[src/rtl/mult_pkg.sv]
// Shared constants, FSM encoding and index helper for the shared-multiplier arbiter.
package mult_pkg;

  localparam int DEF_WIDTH = 10;
  localparam int DEF_NREQ  = 4;

  typedef enum logic [1:0] {
    ST_IDLE = 2'd0,
    ST_CALC = 2'd1,
    ST_HOLD = 2'd2
  } state_e;

  // (base + off) mod n for base < n and 0 < off <= n, without a divider
  function automatic int wrap_add(input int base, input int off, input int n);
    int sum;
    sum = base + off;
    return (sum >= n) ? (sum - n) : sum;
  endfunction

endpackage

[src/rtl/multiplier.sv]
// Unsigned full-precision combinational multiplier: r = a * b with a 2*WIDTH result.
module multiplier #(
  parameter int WIDTH = 10
) (
  input  logic [WIDTH-1:0]   a,
  input  logic [WIDTH-1:0]   b,
  output logic [2*WIDTH-1:0] r
);

  assign r = {{WIDTH{1'b0}}, a} * {{WIDTH{1'b0}}, b};

endmodule

[src/rtl/mult_share_arbiter.sv]
// Round-robin arbiter sharing one multiplier among NREQ requesters; one operation
// in flight, result held until the consumer accepts it.
module mult_share_arbiter
  import mult_pkg::*;
#(
  parameter int WIDTH = DEF_WIDTH,
  parameter int NREQ  = DEF_NREQ
) (
  input  logic                     clk,
  input  logic                     rst,
  input  logic [NREQ-1:0]          req_valid,
  input  logic [NREQ*WIDTH-1:0]    req_a,
  input  logic [NREQ*WIDTH-1:0]    req_b,
  output logic [NREQ-1:0]          req_ready,
  output logic                     rsp_valid,
  input  logic                     rsp_ready,
  output logic [$clog2(NREQ)-1:0]  rsp_id,
  output logic [2*WIDTH-1:0]       rsp_r,
  output logic                     busy
);

  localparam int IDW = $clog2(NREQ);

  state_e             state_q, state_d;
  logic [IDW-1:0]     last_grant_q, last_grant_d;
  logic [WIDTH-1:0]   a_q, a_d, b_q, b_d;
  logic [IDW-1:0]     id_q, id_d;
  logic               rsp_valid_q, rsp_valid_d;
  logic [IDW-1:0]     rsp_id_q, rsp_id_d;
  logic [2*WIDTH-1:0] rsp_r_q, rsp_r_d;

  logic               grant_found_s;
  logic [IDW-1:0]     grant_idx_s;
  logic [IDW-1:0]     cand_s;
  logic [NREQ-1:0]    grant_onehot_s;
  logic [NREQ-1:0]    req_ready_s;
  logic [2*WIDTH-1:0] prod_s;

  multiplier #(.WIDTH(WIDTH)) u_mult (
    .a (a_q),
    .b (b_q),
    .r (prod_s)
  );

  // Round-robin search: first valid requester after last_grant, wrapping around
  always_comb begin
    grant_found_s = 1'b0;
    grant_idx_s   = {IDW{1'b0}};
    cand_s        = {IDW{1'b0}};
    for (int k = 1; k <= NREQ; k++) begin
      cand_s        = IDW'(wrap_add(int'(last_grant_q), k, NREQ));
      grant_idx_s   = (req_valid[cand_s] && !grant_found_s) ? cand_s : grant_idx_s;
      grant_found_s = grant_found_s | req_valid[cand_s];
    end
    grant_onehot_s = {{(NREQ-1){1'b0}}, 1'b1} << grant_idx_s;
  end

  // Next-state, capture and result-register logic
  always_comb begin
    state_d      = state_q;
    last_grant_d = last_grant_q;
    a_d          = a_q;
    b_d          = b_q;
    id_d         = id_q;
    rsp_valid_d  = rsp_valid_q;
    rsp_id_d     = rsp_id_q;
    rsp_r_d      = rsp_r_q;
    req_ready_s  = {NREQ{1'b0}};
    case (state_q)
      ST_IDLE: begin
        if (grant_found_s) begin
          req_ready_s  = grant_onehot_s;
          a_d          = req_a[grant_idx_s*WIDTH +: WIDTH];
          b_d          = req_b[grant_idx_s*WIDTH +: WIDTH];
          id_d         = grant_idx_s;
          last_grant_d = grant_idx_s;
          state_d      = ST_CALC;
        end else begin
          state_d      = ST_IDLE;
        end
      end
      ST_CALC: begin
        rsp_r_d     = prod_s;
        rsp_id_d    = id_q;
        rsp_valid_d = 1'b1;
        state_d     = ST_HOLD;
      end
      ST_HOLD: begin
        if (rsp_ready) begin
          rsp_valid_d = 1'b0;
          state_d     = ST_IDLE;
        end else begin
          state_d     = ST_HOLD;
        end
      end
      default: begin
        rsp_valid_d = 1'b0;
        state_d     = ST_IDLE;
      end
    endcase
  end

  // State, operand and result registers with synchronous reset
  always_ff @(posedge clk) begin
    if (rst) begin
      state_q      <= ST_IDLE;
      last_grant_q <= IDW'(NREQ - 1);
      a_q          <= {WIDTH{1'b0}};
      b_q          <= {WIDTH{1'b0}};
      id_q         <= {IDW{1'b0}};
      rsp_valid_q  <= 1'b0;
      rsp_id_q     <= {IDW{1'b0}};
      rsp_r_q      <= {(2*WIDTH){1'b0}};
    end else begin
      state_q      <= state_d;
      last_grant_q <= last_grant_d;
      a_q          <= a_d;
      b_q          <= b_d;
      id_q         <= id_d;
      rsp_valid_q  <= rsp_valid_d;
      rsp_id_q     <= rsp_id_d;
      rsp_r_q      <= rsp_r_d;
    end
  end

  assign req_ready = rst ? {NREQ{1'b0}} : req_ready_s;
  assign rsp_valid = rsp_valid_q;
  assign rsp_id    = rsp_id_q;
  assign rsp_r     = rsp_r_q;
  assign busy      = (state_q != ST_IDLE);

endmodule
[config.mk]
export PLATFORM = sky130hd
export DESIGN_NAME = mult_share_arbiter
export DESIGN_NICKNAME = d
export VERILOG_FILES = /design/src/rtl/mult_pkg.sv /design/src/rtl/multiplier.sv /design/src/rtl/mult_share_arbiter.sv
export SDC_FILE = /design/constraint.sdc
export NUM_CORES = 1
export LEC_CHECK = 0
export BUFFER_PORTS_ARGS = -buffer_cell sky130_fd_sc_hd__buf_4
export CORE_MARGIN = 3
export CORE_UTILIZATION = 35
export DETAILED_ROUTE_END_ITERATION = 8
export PLACE_DENSITY = 0.62
export SLEW_MARGIN = 10
export SYNTH_ARGS = -nofsm -noshare
export SYNTH_HDL_FRONTEND = slang
export SYNTH_SLANG_ARGS = --single-unit
[constraint.sdc]
create_clock -name clk -period 12.1 [get_ports clk]
set_clock_uncertainty 0.05 [all_clocks]
set_input_delay 0.605 -clock clk [delete_from_list [all_inputs] [get_ports clk]]
set_output_delay 0.605 -clock clk [all_outputs]
set_load 0.02 [all_outputs]
==> results.md, run 1 <==
* Max-slew violations at 0
* Post-Syn Area at 5770 um^2
* Die width at 134 um
* Number of synthesized flops with an enable pin at 0
* Primary FF master, synth: dfxtp_1
* CTS Hold Bufs at 0
* Fmax at 0.184 GHz
* Sum Neg Setup Slack at 0 ns
* Avg WL per Cell at 15.4 um
* XOR/XNOR Fraction of Synth Area at 0.0167
* Syn-to-layout area delta at 19.4%
* Global-route wire length before repair at 23800 um
* Slew margin rel. at 0.329
* Die ar. at 18100 um^2
* Crit path launch type: flop
* Post-CTS setup buffers at 0
* Cell Pwr Density at 99.5 nW/um^2
* CTS tree: yes
* Hold path cells at 2
* Total iterations of the first detailed-routing run at 4
* Compound-Gate Fraction of Synth Area at 0.124
* Filler cells at 1645
* Gates resized, CTS repair at 0
* Largest net degree at the start of global routing at 58
* RSZ-0062 raised after global routing: no
* Drt via density at 5.07
* Multi-input logic area at 4390 um^2
* CP Data Arrival Time at 5.57 ns
* Critical path fanouts, max at 11
* Final HPWL DP at 11500 um
* Synth cell types at 51
* Ant diodes at 0
* Post-synth ARST share at 0
* Ports at 115
* Met3 usage at 0.0263
* Via Count at 4670
* Initial antenna violation count at 0
* Simple-Gate Fraction of Synth Area at 0.204
* Initial core utilization at 0.361
* Syn avg cell area at 9.25 um^2
* # nets final at 909
* #FFs+latches synth at 49
* Synth Warn # at 0
* Overall routing resource usage at 0.162
* H-tree depth at 2
* Final GP Congestion at 0.871
* Gr busiest metal: met2
* Vias in the first global route at 4928
* CP delay by family, top: adder cells
* Mapped Nets at 828
* Critical Setup Path Class: reg -> reg
* Register area share after synthesis at 0.170
* Final setup viols at 0
* Worst-path clk slew at 0.08 ns
* Buffers & Inverters on Critical Path at 5
* Adder-Cell Fraction of Synth Area at 0.334
* CP cell instances: nand2_1 -> fa_1 -> inv_1 -> fa_1 -> inv_1 -> fa_1 -> inv_1 -> fa_1 -> inv_1 -> fa_1 -> inv_1 -> ha_1 -> a211o_1 -> a211o_1 -> a31oi_2 -> o21ai_0 -> a311o_1
* Clk sinks at 49
* Final WL at 14200 um
* Post-synthesis cell count at 624
* Die Y at 134 um
* Final Hold Vio Count at 0
* Clock buffer depth at 2
* Worst hold path type: reg -> reg
* Residual DRC count at 0
* Req. time, crit path at 12.24 ns
* Root Driver: clkbuf_16
* Reg2reg setup slack at 6.67 ns
* Core Area at 16000 um^2
* DRT iter0 DRCs at 182
* Multiplexer share of the synthesized area at 0.0811
* Row count at 46
* WP depth at 17
* Max-Cap Viols at 0
* Worst VDD drop at 0.0594 mV
* Period minus WS final at 5.43 ns
* GRT overflow at 0
* Worst-Margin Slew at 1.01 ns
* CP max stage delay at 0.55 ns
* Total CTS buffers at 5
* Reg2reg path depth at 17
* Largest family of logic cells by synthesized area: adder cells
* Grt met2 use at 0.286
* Critical path's slowest cell: dfxtp_1
* Total power at 0.686 mW
* Worst skew pair latency at 0.30 ns
* M1 GR Usage at 0.210
* CP Capture Type: flop
* Outcome: completed
* Final worst path period share at 0.449
* Leak at 3.42 nW
* Port bufs at 114
* Final ANT Viol Nets at 0
* Register area at 981 um^2
* Layout cells sized above 1 at 0.217
==> synthesized netlist by cell type (5+ instances only) <==
cell type	number	share of area
a21oi_1	30	0.026
fa_1	62	0.22
nand2b_1	7	0.0076
clkbuf_1	34	0.022
nor2_1	20	0.013
ha_1	55	0.12
or3_1	6	0.0065
nor2b_1	23	0.025
nand3_1	7	0.0061
a22o_1	20	0.030
nor3_1	8	0.0069
o21ai_0	14	0.012
a21o_1	6	0.0078
dfxtp_1	49	0.17
nand2_1	66	0.043
and2_1	65	0.070
mux4_2	18	0.070
xnor2_1	7	0.011
inv_1	60	0.039
nand3b_1	5	0.0065
==> cells by family (layout without fill, tap and decap cells) <==
family | after synthesis | after routing
flip-flops | 49 | 49
multiplexers | 21 | 21
buffers and inverters | 102 | 184
AO/OA/AOI/OAI | 102 | 102
XOR/XNOR | 11 | 11
AND/OR/NAND/NOR | 222 | 222
adder cells (fa/ha/maj) | 117 | 117
==> layer usage <==
| layer | vias to the layer above | share of wire | wire (um) |
|---|---|---|---|
| met2 | 101 | 0.51 | 7290 |
| met4 | 0 | 0.013 | 186 |
| met5 | - | 0 | 0 |
| li1 | 2255 | - | - |
| met1 | 2299 | 0.43 | 6130 |
| met3 | 15 | 0.041 | 589 |
==> cell usage in the layout, fill, tap and decap left out, types with 18 or more instances in the layout <==
| master | count |
|---|---|
| ha_1 | 55 |
| dfxtp_1 | 49 |
| fa_1 | 62 |
| inv_1 | 60 |
| buf_4 | 116 |
| nor2_1 | 20 |
| and2_1 | 65 |
| nor2b_1 | 23 |
| a21oi_1 | 29 |
| mux4_2 | 18 |
| a22o_1 | 20 |
| nand2_1 | 66 |
==> flip-flops by register name, summed over array words and instances (netlist names) <==
signal        count
rsp_valid         1
last_grant_q      2
rsp_r            20
id_q              2
b_q              10
state_q           2
rsp_id            2
a_q              10
==> stage by stage <==
stage | setup slack, ns | hold WS, ns | utilization | cell area [um^2] | cells
global route | 6.42 | 0.427 | 0.431 | 6890 | 922
floorplan | 6.98 | 0.382 | - | 5770 | 624
CTS | 6.67 | 0.413 | 0.431 | 6890 | 922
finish | 6.67 | 0.406 | 0.431 | 6890 | 922
global placement | 6.81 | 0.394 | 0.421 | 6740 | 914
detailed placement | 6.70 | 0.405 | 0.421 | 6740 | 914
==> layout make-up <==
type	count	share of cell area
Multi-Input combinational cell	473	0.637
Sequential cell	49	0.142
Timing Repair Buffer	116	0.126
Tap cell	216	0.0392
Inverter	60	0.0327
Clock buffer	5	0.0182
Clock inverter	3	0.00418
==> path summary, 6_finish.rpt <==
| check | to | from |
|---|---|---|
| worst max-delay path | rsp_r[19]$_SDFFE_PP0P_ | b_q[3]$_SDFFE_PP0P_ |
| worst min-delay path | rsp_r[5]$_SDFFE_PP0P_ | rsp_r[5]$_SDFFE_PP0P_ |
| worst max register to register | rsp_r[19]$_SDFFE_PP0P_ | b_q[3]$_SDFFE_PP0P_ |
| worst min register to register | rsp_r[5]$_SDFFE_PP0P_ | rsp_r[5]$_SDFFE_PP0P_ |
==> where the power goes <==
group | internal (mW) | switching, mW
registers | 0.181 | 0.0403
clock network | 0.0794 | 0.0700
logic | 0.148 | 0.167
==> worst reg2reg max path: cells and delay by family (launching register included) <==
family,cells,cell delay (ns)
adders and majority gates,6,2.93
and+or+nand+nor,1,0.14
AOI/OAI and AO/OA,5,1.40
buffers and inverters,5,0.24
DFF,1,0.55
(Power assumes the default switching activity.)
==> inputs of run 2 (changes only) <==
--- a/config.mk
+++ b/config.mk
@@ -9,7 +9,7 @@
 export CORE_MARGIN = 3
 export CORE_UTILIZATION = 35
 export DETAILED_ROUTE_END_ITERATION = 8
-export PLACE_DENSITY = 0.62
+export PLACE_DENSITY = 0.64
 export SLEW_MARGIN = 10
 export SYNTH_ARGS = -nofsm -noshare
 export SYNTH_HDL_FRONTEND = slang
==> constraint.sdc (replaced) <==
create_clock -name clk -period 4.8 [get_ports clk]
set_clock_uncertainty 0.05 [all_clocks]
set_input_delay 0.24 -clock clk [delete_from_list [all_inputs] [get_ports clk]]
set_output_delay 0.24 -clock clk [all_outputs]
set_load 0.02 [all_outputs]
==> run 2 against run 1 <==
Compared with the run above: cell area grew 9.0%; core utilization up 3.9 points; clock-buffer cell count unchanged; critical endpoint unchanged; highest routed layer unchanged.
==> results.md, run 2 (synthesized netlist as in run 1, its figures left out) <==
* Global-route wire length before repair at 23900 um (+0.32%)
* CP Capture Type: flop
* Critical Setup Path Class: reg -> reg
* Hold path cells at 4 (+2)
* Design area at 7510 um^2 (+9.0%)
* Row count at 46 (unchanged)
* Leak at 3.68 nW (+7.8%)
* Final WL at 14100 um (-0.80%)
* Final setup viols at 0 (unchanged)
* Reg2reg path depth at 17 (unchanged)
* CP Data Arrival Time at 4.88 ns (-0.69 ns)
* Total iterations of the first detailed-routing run at 4 (unchanged)
* Req. time, crit path at 4.94 ns (-7.30 ns)
* DRT iter0 DRCs at 179 (-1.6%)
* Worst VDD drop at 0.155 mV (+160%)
* Largest net degree at the start of global routing at 58 (unchanged)
* Clock buffer depth at 2 (unchanged)
* Commonest non-fill, non-tap cells in the layout: buf_4 (167), and2_1 (65), nand2_1 (62), fa_1 (60), inv_1 (53)
* Port bufs at 114 (unchanged)
* Final setup margin at 0.0621 ns (-6.61 ns)
* H-tree depth at 2 (unchanged)
* Clk sinks at 49 (unchanged)
* Multi-input logic area at 4560 um^2 (+3.9%)
* Critical path fanouts, max at 5 (-6)
* Placed Cells at 961 (+5.1%)
* Filler cells at 1592 (-3.2%)
* Avg WL per Cell at 14.4 um (-6.3%)
* Cell Pwr Density at 260 nW/um^2 (+160%)
* CTS tree: yes
* RSZ-0062 raised after global routing: yes
* Max reg flops at 20 (unchanged)
* Worst hold path type: in -> reg
* Via Count at 4811 (+3.0%)
* CTS Hold Bufs at 0 (unchanged)
* Ant diodes at 0 (unchanged)
* Final ANT Viol Nets at 0 (unchanged)
* Die ar. at 18100 um^2 (unchanged)
* Register area at 1000 um^2 (+2.0%)
* Crit path launch type: flop
* Vias in the first global route at 4979 (+1.0%)
* Max-Cap Viols at 0 (unchanged)
* Fmax at 0.211 GHz (+15%)
* Drt via density at 4.93 (-2.7%)
* Hold slack final at 0.196 ns (-0.210 ns)
* Final GP Congestion at 0.827 (-5.0%)
* Max-slew violations at 0 (unchanged)
* Layout cells sized above 1 at 0.326 (+0.110)
* Post-Layout Cell Count at 976 (+5.9%)
* Ports at 115 (unchanged)
* Outcome: completed
* Final Hold Vio Count at 0 (unchanged)
* Worst skew pair latency at 0.30 ns (about the same)
* Syn-to-layout area delta at 30.2%
* Initial antenna violation count at 0 (unchanged)
* Commonest non-fill, non-tap cell in the layout: buf_4
* Final HPWL DP at 11500 um (-0.40%)
* Cell Area, Placed at 7120 um^2 (+5.6%)
* Slew margin rel. at 0.340 (+0.0118)
* Total CTS buffers at 5 (unchanged)
* Die Y at 134 um (unchanged)
* Final worst path period share at 0.987 (+0.539)
* Root Driver: clkbuf_16
* Die width at 134 um (unchanged)
* Worst-path clk slew at 0.07 ns (about the same)
* Overall routing resource usage at 0.161 (-0.00153)
* Initial core utilization at 0.361 (unchanged)
* Period minus WS final at 4.74 ns (-0.689 ns)
* Worst-Margin Slew at 0.986 ns (-0.0215 ns)
* Post-Place Worst Slack at -0.147 ns (-6.85 ns)
* Residual DRC count at 0 (unchanged)
* Layout Utilization at 0.470 (+0.0389)
* Core Area at 16000 um^2 (unchanged)
* GRT overflow at 0 (unchanged)
* # nets final at 963 (+5.9%)
run 2: cell count changes in the layout (fill, tap and decap cells not counted), sizes merged:
cell	change
buf	+54
bufinv	+1
inv	-1
run 2: through the flow:
stage / total power, mW / setup TNS [ns]
2_1_floorplan: 1.14 / 0
4_1_cts: 1.93 / 0
6_report: 1.95 / 0
5_1_grt: 2.11 / -0.237
3_3_place_gp: 1.48 / -0.0713
3_5_place_dp: 1.49 / -0.300
run 2: repair_timing:
item                                   4_1_cts  5_1_grt
pin swaps                                    7       31
endpoints found under the hold margin        0        0
gates resized for setup                     17       30
buffers inserted                             5        3
setup endpoints to repair                    5        8
run 2: critical path, stage by stage (launching register included):
cell,delay [ns]
dfxtp_2,0.35
nand2_2,0.06
fa_1,0.56
inv_2,0.04
fa_1,0.49
inv_2,0.04
fa_1,0.51
inv_2,0.04
fa_1,0.51
inv_2,0.04
fa_1,0.51
inv_2,0.05
ha_4,0.25
a211o_1,0.29
a211o_1,0.27
a31oi_4,0.22
o21ai_2,0.08
a311o_1,0.27
run 2: final cells by class:
cell class | instances | share of cell area
multi-input cells | 473 | 0.607
repair buffers | 170 | 0.171
flip-flops and latches | 49 | 0.133
well taps | 216 | 0.0360
inverters | 60 | 0.0300
clock buffers | 5 | 0.0167
clock inverters | 3 | 0.00583
run 2: report_power, final:
| group | switching (mW) | internal (mW) | total, mW |
|---|---|---|---|
| registers | 0.0511 | 0.462 | 0.513 |
| logic | 0.519 | 0.510 | 1.03 |
| clock network | 0.163 | 0.247 | 0.410 |
| total | 0.733 | 1.22 | 1.95 |
run 2: final timing paths:
kind	from	to	slack, ns
setup / recovery	b_q[2]$_SDFFE_PP0P_	rsp_r[19]$_SDFFE_PP0P_	0.06
setup reg to reg	b_q[2]$_SDFFE_PP0P_	rsp_r[19]$_SDFFE_PP0P_	0.06
hold reg to reg	rsp_r[5]$_SDFFE_PP0P_	rsp_r[5]$_SDFFE_PP0P_	0.40
hold / removal	rsp_ready	rsp_valid$_SDFFE_PP0P_	0.20
run 2: per-layer routing:
metal	global-route usage	vias to the layer above	part of all wire
met1	0.227	2314	0.47
met3	0.0326	12	0.053
met5	0	-	0
met2	0.258	116	0.47
met4	0.0311	0	0.0094
li1	-	2369	-
==> inputs of run 3 (changes only) <==
==> constraint.sdc (replaced) <==
create_clock -name clk -period 4.8 [get_ports clk]
set_clock_uncertainty 0.05 [all_clocks]
set_input_delay 0.96 -clock clk [delete_from_list [all_inputs] [get_ports clk]]
set_output_delay 0.96 -clock clk [all_outputs]
set_load 0.02 [all_outputs]
==> run 3 against run 2 <==
Compared with the run above: non-clock buffer count rose by 7; flip-flop and latch count did not move; core utilization rose by 0.16 points; clock-buffer cell count did not move; via count rose by 0.48%; sequential share of layout area fell by 0.096 points; register-to-register slack improved by 0.02 ns; die area did not move; hold slack improved by 0.21 ns; sequential power fell by 0.8%; combinational power barely moved; clock power fell by 10%; critical endpoint is now rsp_r[17]$_SDFFE_PP0P_; largest power group unchanged.
==> results.md, run 3 (synthesized netlist as in run 1, its figures left out) <==
* Outcome: completed
* Sequential share of power at 0.263 (about the same)
* Commonest non-fill, non-tap cells in the layout: buf_4 (176), and2_1 (65), nand2_1 (62), fa_1 (60), inv_1 (53)
* Total CTS buffers at 5 (unchanged)
* Final ANT Viol Nets at 0 (unchanged)
* Overall routing resource usage at 0.158 (-0.00264)
* Commonest non-fill, non-tap cell in the layout: buf_4
* GRT overflow at 0 (unchanged)
* Ports at 115 (unchanged)
* DRT iter0 DRCs at 153 (-15%)
* Avg WL per Cell at 14.3 um (-0.85%)
* Residual DRC count at 0 (unchanged)
* CP delay by family, top: adder cells
* Vias in the first global route at 4952 (-0.54%)
* Clk sinks at 49 (unchanged)
* Ant diodes at 0 (unchanged)
* Port bufs at 114 (unchanged)
* Total power at 1.94 mW (-0.66%)
* Syn-to-layout area delta at 30.7%
* Final worst path period share at 0.983 (-0.00424)
* Worst-Margin Slew at 0.977 ns (-0.00917 ns)
* Via Count at 4834 (+0.48%)
* Worst-path clk slew at 0.07 ns (about the same)
* Fmax at 0.212 GHz (+0.43%)
* Core Area at 16000 um^2 (unchanged)
* # nets final at 970 (+0.73%)
* Final GP Congestion at 0.831 (+0.39%)
* Crit path launch type: flop
* Worst hold path type: reg -> reg
* Die width at 134 um (unchanged)
* Final WL at 14100 um (-0.14%)
* Final setup viols at 0 (unchanged)
* CTS tree: yes
* Layout Utilization at 0.471 (+0.00164)
* Max-slew violations at 0 (unchanged)
* H-tree depth at 2 (unchanged)
* Combinational group share of total power at 0.548 (+0.021)
* Max reg flops at 20 (unchanged)
* Final HPWL DP at 11400 um (-0.41%)
* Die ar. at 18100 um^2 (unchanged)
* Pint at 1.19 mW (-2.6%)
* Period minus WS final at 4.72 ns (-0.0203 ns)
* Row count at 46 (unchanged)
* Root Driver: clkbuf_16
* Largest net degree at the start of global routing at 58 (unchanged)
* Sum Neg Setup Slack at 0 ns (unchanged)
* Clock buffer depth at 2 (unchanged)
* CP dominant cell by count: fa_1
* CP cell instances: buf_4 -> nand2_2 -> fa_1 -> inv_2 -> fa_1 -> fa_1 -> fa_1 -> inv_2 -> fa_1 -> inv_1 -> ha_4 -> buf_4 -> nand2_1 -> nor2_1 -> a31oi_4 -> o311a_1 -> a211o_1
* Leak at 3.70 nW (+0.52%)
* Die Y at 134 um (unchanged)
* Buffers & Inverters on Critical Path at 5 (unchanged)
* Initial core utilization at 0.361 (unchanged)
* RSZ-0062 raised after global routing: yes
* Critical Setup Path Class: reg -> reg
* Global-route wire length before repair at 23600 um (-1.2%)
* CP Capture Type: flop
* Switching pwr at 0.752 mW (+2.6%)
* Critical path fanouts, max at 5 (unchanged)
* Final Hold Vio Count at 0 (unchanged)
* CTS Hold Bufs at 0 (unchanged)
* Total iterations of the first detailed-routing run at 4 (unchanged)
* Critical path's slowest cell: fa_1
* Clock power share at 0.189 (-0.021)
* Cell Pwr Density at 257 nW/um^2 (-1.0%)
* Worst skew pair latency at 0.30 ns (about the same)
* Worst VDD drop at 0.187 mV (+21%)
* Req. time, crit path at 4.94 ns (about the same)
* Slew margin rel. at 0.349 (+0.00861)
* Sw frac at 0.388 (+0.0123)
* Max-Cap Viols at 0 (unchanged)
* CP Data Arrival Time at 4.86 ns (-0.02 ns)
* Layout cells sized above 1 at 0.330 (+0.00354)
* CP max stage delay at 0.55 ns (about the same)
* Initial antenna violation count at 0 (unchanged)
* Filler cells at 1605 (+0.82%)
* Drt via density at 4.92 (-0.24%)
-- run 3: changes by cell type in the layout (fill, tap and decap cells not counted), sizes merged --
cell / previous run / this run
buf: 170 / 177
bufinv: 1 / 0
clkinvlp: 0 / 1
-- run 3: tightest hold or removal path: cells and delay by family, from the launching register on --
| kind | cells | cell delay, ns |
|---|---|---|
| DFF | 1 | 0.31 |
| and+or+nand+nor | 1 | 0.05 |
| AOI/OAI and AO/OA | 1 | 0.05 |
-- run 3: timing repair --
action,in CTS,in global routing
resized for setup,18,26
pin swaps,14,28
endpoints found under the setup margin,5,9
setup buffers,8,4
-- run 3: layout make-up --
type / count / area [um^2] / area share
clock buffers: 5 / 125 / 0.0166
multi-input cells: 473 / 4560 / 0.605
clock inverters: 3 / 25.0 / 0.00332
well taps: 216 / 270 / 0.0359
inverters: 60 / 225 / 0.0299
repair buffers: 177 / 1330 / 0.177
flip-flops and latches: 49 / 997 / 0.132
-- run 3: final timing paths --
check,endpoint,from,cells after the start,slack (ns)
max,rsp_r[17]$_SDFFE_PP0P_,a_q[6]$_SDFFE_PP0P_,17,0.08
max reg2reg,rsp_r[17]$_SDFFE_PP0P_,a_q[6]$_SDFFE_PP0P_,17,0.08
min,rsp_r[6]$_SDFFE_PP0P_,rsp_r[6]$_SDFFE_PP0P_,2,0.40
min reg2reg,rsp_r[6]$_SDFFE_PP0P_,rsp_r[6]$_SDFFE_PP0P_,2,0.40
-- run 3: stage by stage --
stage,worst slack (ns),hold slack (ns),cells,instance area (um^2)
floorplan,0.00463,0.382,624,5820
global placement,-0.0397,0.393,963,7130
detailed placement,-0.126,0.396,963,7130
CTS,-0.00456,0.405,979,7400
global route,-0.0857,0.426,983,7540
finish,0.0825,0.402,983,7540
-- run 3: layer usage --
layer	up-vias	global-route usage	part of all wire
met5	-	0	0
met4	0	0.0260	0.0077
met3	8	0.0334	0.060
met2	125	0.256	0.48
met1	2320	0.222	0.45
li1	2381	-	-
-- run 3: power groups by stage --
stage          sequential, mW  combinational (mW)  clock, mW
6_report                0.509                1.06      0.367
5_1_grt                 0.520                1.19      0.388
4_1_cts                 0.509                1.02      0.374
3_5_place_dp            0.516               0.972          0
3_3_place_gp            0.516               0.969          0
2_1_floorplan           0.508               0.631          0
